`src/rtl/alu_pkg.sv`:
```
// rtl/alu_pkg.sv - shared ALU widths, operation encodings and result-entry type
package alu_pkg;

    localparam int DEF_XLEN = 32;
    localparam int DEF_OPW  = 5;
    localparam int DEF_TAGW = 4;

    // Operation encodings shared with decode (instr_op)
    localparam logic [DEF_OPW-1:0] OP_ADD = 5'd0;
    localparam logic [DEF_OPW-1:0] OP_SUB = 5'd1;
    localparam logic [DEF_OPW-1:0] OP_AND = 5'd2;
    localparam logic [DEF_OPW-1:0] OP_OR  = 5'd3;
    localparam logic [DEF_OPW-1:0] OP_XOR = 5'd4;

    typedef struct packed {
        logic [DEF_XLEN-1:0] result;
        logic [DEF_TAGW-1:0] tag;
        logic                src;
    } res_entry_t;

endpackage

```
`src/rtl/result_fifo.sv`:
```
// rtl/result_fifo.sv - in-order result FIFO with modulo-DEPTH pointers and flush
module result_fifo import alu_pkg::*; #(
    parameter int DEPTH = 2,
    parameter type entry_t = res_entry_t,
    localparam int PW = (DEPTH > 1) ? $clog2(DEPTH) : 1,
    localparam int CW = $clog2(DEPTH + 1)
) (
    input  logic          clk,
    input  logic          rst,
    input  logic          flush,
    input  logic          push,
    input  entry_t        push_data,
    input  logic          pop_req,
    output logic          out_valid,
    output entry_t        head_data,
    output logic [CW-1:0] count
);

    entry_t        mem_q [DEPTH];
    logic [PW-1:0] head_q, head_d;
    logic [PW-1:0] tail_q, tail_d;
    logic [CW-1:0] count_q, count_d;
    logic          do_pop;

    // Pointers wrap explicitly so non-power-of-2 depths work
    function automatic logic [PW-1:0] wrap_inc(input logic [PW-1:0] p);
        return (p == PW'(DEPTH - 1)) ? '0 : p + 1'b1;
    endfunction

    assign do_pop    = pop_req & (count_q != '0);
    assign out_valid = (count_q != '0);
    assign head_data = mem_q[head_q];
    assign count     = count_q;

    always_comb begin
        head_d  = head_q;
        tail_d  = tail_q;
        count_d = count_q;
        if (flush) begin
            head_d  = '0;
            tail_d  = '0;
            count_d = '0;
        end else begin
            if (push) begin
                tail_d = wrap_inc(tail_q);
            end
            if (do_pop) begin
                head_d = wrap_inc(head_q);
            end
            case ({push, do_pop})
                2'b10:   count_d = count_q + 1'b1;
                2'b01:   count_d = count_q - 1'b1;
                default: count_d = count_q;
            endcase
        end
    end

    always_ff @(posedge clk) begin
        if (rst) begin
            head_q  <= '0;
            tail_q  <= '0;
            count_q <= '0;
            for (int i = 0; i < DEPTH; i++) begin
                mem_q[i] <= '0;
            end
        end else begin
            head_q  <= head_d;
            tail_q  <= tail_d;
            count_q <= count_d;
            if (push && !flush) begin
                mem_q[tail_q] <= push_data;
            end
        end
    end

endmodule

```
`src/rtl/alu_arbiter.sv`:
```
// rtl/alu_arbiter.sv - round-robin sharing of the integer ALU between two requesters
module alu_arbiter import alu_pkg::*; #(
    parameter int XLEN  = DEF_XLEN,
    parameter int OPW   = DEF_OPW,
    parameter int TAGW  = DEF_TAGW,
    parameter int DEPTH = 2
) (
    input  logic              clk,
    input  logic              rst,
    input  logic [1:0]        req_valid,
    output logic [1:0]        req_ready,
    input  logic [2*XLEN-1:0] req_op1,
    input  logic [2*XLEN-1:0] req_op2,
    input  logic [2*OPW-1:0]  req_sel,
    input  logic [2*TAGW-1:0] req_tag,
    output logic [XLEN-1:0]   alu_op1,
    output logic [XLEN-1:0]   alu_op2,
    output logic [OPW-1:0]    alu_sel,
    input  logic [XLEN-1:0]   alu_result,
    output logic              out_valid,
    input  logic              out_ready,
    output logic [XLEN-1:0]   out_result,
    output logic [TAGW-1:0]   out_tag,
    output logic              out_src,
    input  logic              flush
);

    typedef struct packed {
        logic [XLEN-1:0] result;
        logic [TAGW-1:0] tag;
        logic            src;
    } entry_t;

    localparam int CW = $clog2(DEPTH + 1);

    logic          prio_q, prio_d;
    logic [1:0]    grant;
    logic          both;
    logic          gsel;
    logic          space;
    logic          accept;
    logic [CW-1:0] fifo_count;
    entry_t        push_entry;
    entry_t        head_entry;

    always_comb begin
        both       = &req_valid;
        grant      = both ? (prio_q ? 2'b10 : 2'b01) : req_valid;
        gsel       = grant[1];
        // No pop-then-push bypass: a full FIFO refuses even while draining
        space      = (fifo_count < CW'(DEPTH));
        req_ready  = grant & {2{space & ~flush & ~rst}};
        accept     = |req_ready;
        alu_op1    = '0;
        alu_op2    = '0;
        alu_sel    = '0;
        if (|grant) begin
            alu_op1 = gsel ? req_op1[2*XLEN-1:XLEN] : req_op1[XLEN-1:0];
            alu_op2 = gsel ? req_op2[2*XLEN-1:XLEN] : req_op2[XLEN-1:0];
            alu_sel = gsel ? req_sel[2*OPW-1:OPW]   : req_sel[OPW-1:0];
        end
        push_entry.result = alu_result;
        push_entry.tag    = gsel ? req_tag[2*TAGW-1:TAGW] : req_tag[TAGW-1:0];
        push_entry.src    = gsel;
        prio_d = prio_q;
        if (accept && both) begin
            prio_d = ~gsel;
        end
    end

    always_ff @(posedge clk) begin
        if (rst) begin
            prio_q <= 1'b0;
        end else begin
            prio_q <= prio_d;
        end
    end

    result_fifo #(
        .DEPTH   (DEPTH),
        .entry_t (entry_t)
    ) u_fifo (
        .clk       (clk),
        .rst       (rst),
        .flush     (flush),
        .push      (accept),
        .push_data (push_entry),
        .pop_req   (out_ready),
        .out_valid (out_valid),
        .head_data (head_entry),
        .count     (fifo_count)
    );

    assign out_result = head_entry.result;
    assign out_tag    = head_entry.tag;
    assign out_src    = head_entry.src;

endmodule

```
`config.mk`:
```
export PLATFORM = sky130hd
export DESIGN_NAME = alu_arbiter
export DESIGN_NICKNAME = d
export VERILOG_FILES = /design/src/rtl/alu_pkg.sv /design/src/rtl/result_fifo.sv /design/src/rtl/alu_arbiter.sv
export SDC_FILE = /design/constraint.sdc
export NUM_CORES = 1
export LEC_CHECK = 0
export ABC_AREA = 1
export CAP_MARGIN = 20
export CELL_PAD_IN_SITES_DETAIL_PLACEMENT = 0
export CELL_PAD_IN_SITES_GLOBAL_PLACEMENT = 1
export CORE_UTILIZATION = 27
export DETAILED_ROUTE_END_ITERATION = 12
export PLACE_DENSITY = 0.82
export SLEW_MARGIN = 20
export SYNTH_ARGS = -nofsm -noshare
export SYNTH_HDL_FRONTEND = slang
export SYNTH_HIERARCHICAL = 1
export SYNTH_SLANG_ARGS = --single-unit
```
`constraint.sdc`:
```
create_clock -name clk -period 3.9 [get_ports clk]
set_clock_uncertainty 0.2 [all_clocks]
set_input_delay 0.78 -clock clk [delete_from_list [all_inputs] [get_ports clk]]
set_output_delay 0.78 -clock clk [all_outputs]
set_load 0.02 [all_outputs]
```
==> flow_metrics.env <==
export IMPL_status="completed"
export IMPL_post_cts_setup_buffers=0
export IMPL_synth_most_common_cell="nor2_1"
export IMPL_crit_slowest_cell="clkdlybuf4s50_1"
export IMPL_tightest_slew_ps=570.0
export IMPL_antenna_found_initial=3
export IMPL_hp_class="reg2reg"
export IMPL_ys_types=22
export IMPL_fin_nets=1150
export IMPL_htreeDepth=3
export IMPL_drc=0
export IMPL_fp_dieH_um=142.7
export IMPL_synthesis_area_um2=5348
export IMPL_rsz0062_at_grt="false"
export IMPL_synth_area_leaders="edfxtp_1, nor2_1, inv_1"
export IMPL_arrival_ps=2670
export IMPL_cp_num_buf_inv=4
export IMPL_synth_top_family_by_area="simple AND/OR/NAND/NOR gates"
export IMPL_routabilityCongestion=0.8452
export IMPL_cts_buffers=9
export IMPL_synth_compound_area_share_pct=6.551
export IMPL_die_w_um=142.7
export IMPL_finish_utilization_pct=45.72
export IMPL_syn_instance_count=686
export IMPL_drv_cap=0
export IMPL_path_clk_slew_ps=60
export IMPL_setup_ws_ps=245.2
export IMPL_row_count=51
export IMPL_core_area_um2=19460
export IMPL_cts_tree="built"
export IMPL_drtAntennaViolNets=0
export IMPL_worst_ep_required_time_ps=2920
export IMPL_ys_seq_elements=80
export IMPL_worstPathCellList="clkdlybuf4s50_1 > nand2_4 > buf_12 > buf_12 > a21oi_1 > nor2_1 > clkdlybuf4s50_1"
export IMPL_dp_slack_ps=246.6
export IMPL_synth_commonest_cells="nor2_1, inv_1, nand2_1"
export IMPL_relSlewSlack_pct=62.00
export IMPL_power_leakage_uw=0.004028
export IMPL_port_buffers=292
export IMPL_synthArstFlopShare_pct=0
export IMPL_die_area_um2=20370
export IMPL_power_density_nw_per_um2=300.2
export IMPL_viasPerCell=4.313
export IMPL_drive_above_1_share_pct=12.06
export IMPL_grt_max_degree=66
export IMPL_io_pins=293
export IMPL_ys_flop_type="edfxtp_1"
export IMPL_timing_final_crit_period_ps=3655
export IMPL_yosys_warnings=6
export IMPL_grt_usage_pct=17.16
export IMPL_yosys_area_share_simple_pct=27.35
export IMPL_slowest_delay_ps=620
export IMPL_synth_top_area_share_pct=41.55
export IMPL_final_max_slew_viol_count=0
export IMPL_synth_xor_area_share_pct=0
export IMPL_cts_buffer_depth=2
export IMPL_crit_fanout=45
export IMPL_start_kind="primary input"
export IMPL_timing_setup_tns_ps=0
export IMPL_cts_resized=0
export IMPL_ctsRootBufferMaster="clkbuf_16"
export IMPL_synth_fa_ha_area_share_pct=0.2340
export IMPL_totalWireLength_mm=17.71
export IMPL_grt_first_pass_wirelength_mm=26.60
export IMPL_crit_path_end_kind="output pin"
export IMPL_period_share_pct=93.71
export IMPL_vdd_ir_drop_max_mv=0.1912
export IMPL_clock_latency_ps=320
export IMPL_synth_area_mux_share_pct=7.791
export IMPL_critPathKind="in2out"
export IMPL_cts_sinks=80
export IMPL_drt_initial_drc_count=202
export IMPL_postCtsHoldBufs=0
export IMPL_initial_utilization_pct=27.48
export IMPL_max_freq_ghz=0.2736
export IMPL_dp_hpwl_mm=13.67
export IMPL_synth_area_leader_cell="edfxtp_1"
export IMPL_setup_viol=0
export IMPL_grt_remaining_overflow=0
export IMPL_synth_edf_count=74
export IMPL_drt_pre_antenna_iters=4
export IMPL_ys_seq_area_share_pct=43.80
export IMPL_hold_violations=0
export IMPL_synth_fp_nets=871
export IMPL_cp_top_family="buffers and inverters"
export IMPL_wire_per_inst_um=14.30
export IMPL_syn_avg_cell_area_um2=7.795
export IMPL_vias=5340
export IMPL_syn_to_final_growth_pct=66.38
export IMPL_grt_pass1_vias=5139
[path summary, 6_finish.rpt]
check	from	endpoint	slack, ps	cells past startpoint
setup / recovery	req_valid[0]	alu_op1[0]	250	7
hold / removal	u_fifo/tail_q$_SDFFE_PP0P_	u_fifo/tail_q$_SDFFE_PP0P_	300	2
setup reg to reg	prio_q$_SDFFE_PP0P_	u_fifo/mem_q[0][15]$_SDFFCE_PN0P_	1650	11
hold reg to reg	u_fifo/tail_q$_SDFFE_PP0P_	u_fifo/tail_q$_SDFFE_PP0P_	300	2
[cell usage in the layout (no fill, tap or decap), types with 2 or more instances in the layout]
master and instances:
buf_4 19, clkbuf_1 2, nor2_4 9, edfxtp_1 74, inv_1 117, nand3_2 2, nand2_2 3, clkdlybuf4s50_1 289
nand2_1 99, mux2_2 37, nand3_1 71, bufinv_16 2, diode_2 3, nor2_2 20, inv_2 3, dfxtp_1 5
a21oi_1 68, clkbuf_16 9, o21ai_0 2, buf_12 8, nor2_1 124
[state kept, by name (all words and copies together) (netlist names), named ones only]
register	cells
prio_q	1
u_fifo/head_q	1
u_fifo/mem_q	74
u_fifo/count	2
u_fifo/tail_q	1
[power breakdown]
| part | internal [uW] | leakage, uW | switching [uW] |
|---|---|---|---|
| Combinational | 429 | 0.00306 | 393 |
| Clock | 560 | 0.000150 | 306 |
| Sequential | 972 | 0.000814 | 9.81 |
| Total | 1960 | 0.00403 | 709 |
[through the flow]
| stage | instances | power, uW | hold slack, ps | instance area [um^2] |
|---|---|---|---|---|
| after global placement | 1219 | 1827 | 278.7 | 8576 |
| after floorplan | 686 | 1372 | 264.8 | 5348 |
| after CTS | 1235 | 2704 | 306.5 | 8890 |
| final | 1238 | 2671 | 299.5 | 8897 |
| after detailed placement | 1219 | 1827 | 297.0 | 8576 |
| after global routing | 1238 | 2800 | 327.0 | 8897 |
[layout make-up]
cell class                 instances  area, um^2
sequential                        80        2344
multi-input combinational        438        2255
clock inverter                     5       81.33
fill                            1917       10570
timing repair buffer             316        3196
tap                              265       331.6
clock buffer                      11       232.7
inverter                         120       450.4
antenna                            3       7.507
[layer usage]
metal / up-vias / wire length (um) / global-route usage (%)
met1: 2407 / 6734 / 18.39
met2: 187 / 9075 / 31.50
met3: 15 / 1605 / 6.036
li1: 2731 / - / -
met4: 0 / 290 / 4.980
met5: - / 0 / 0
[cell families (layout without fill, tap and decap cells)]
kind of cell / count (synthesis) / after routing
fa+ha+maj: 1 / 1
flops: 80 / 80
buf+inv: 168 / 452
simple gates: 330 / 330
mux: 37 / 37
other cells: 0 / 3
compound gates: 70 / 70
[worst reg2reg max path, stage by stage, from the launching register on]
cell and delay, ps:
dfxtp_1 390, inv_2 60, nand2_4 70, nand3_2 80, buf_12 180, nand3_1 100
inv_2 50, inv_2 70, nor2_2 40, nand2_2 110, buf_4 490, nor2_1 120
(Power assumes the default switching activity.)
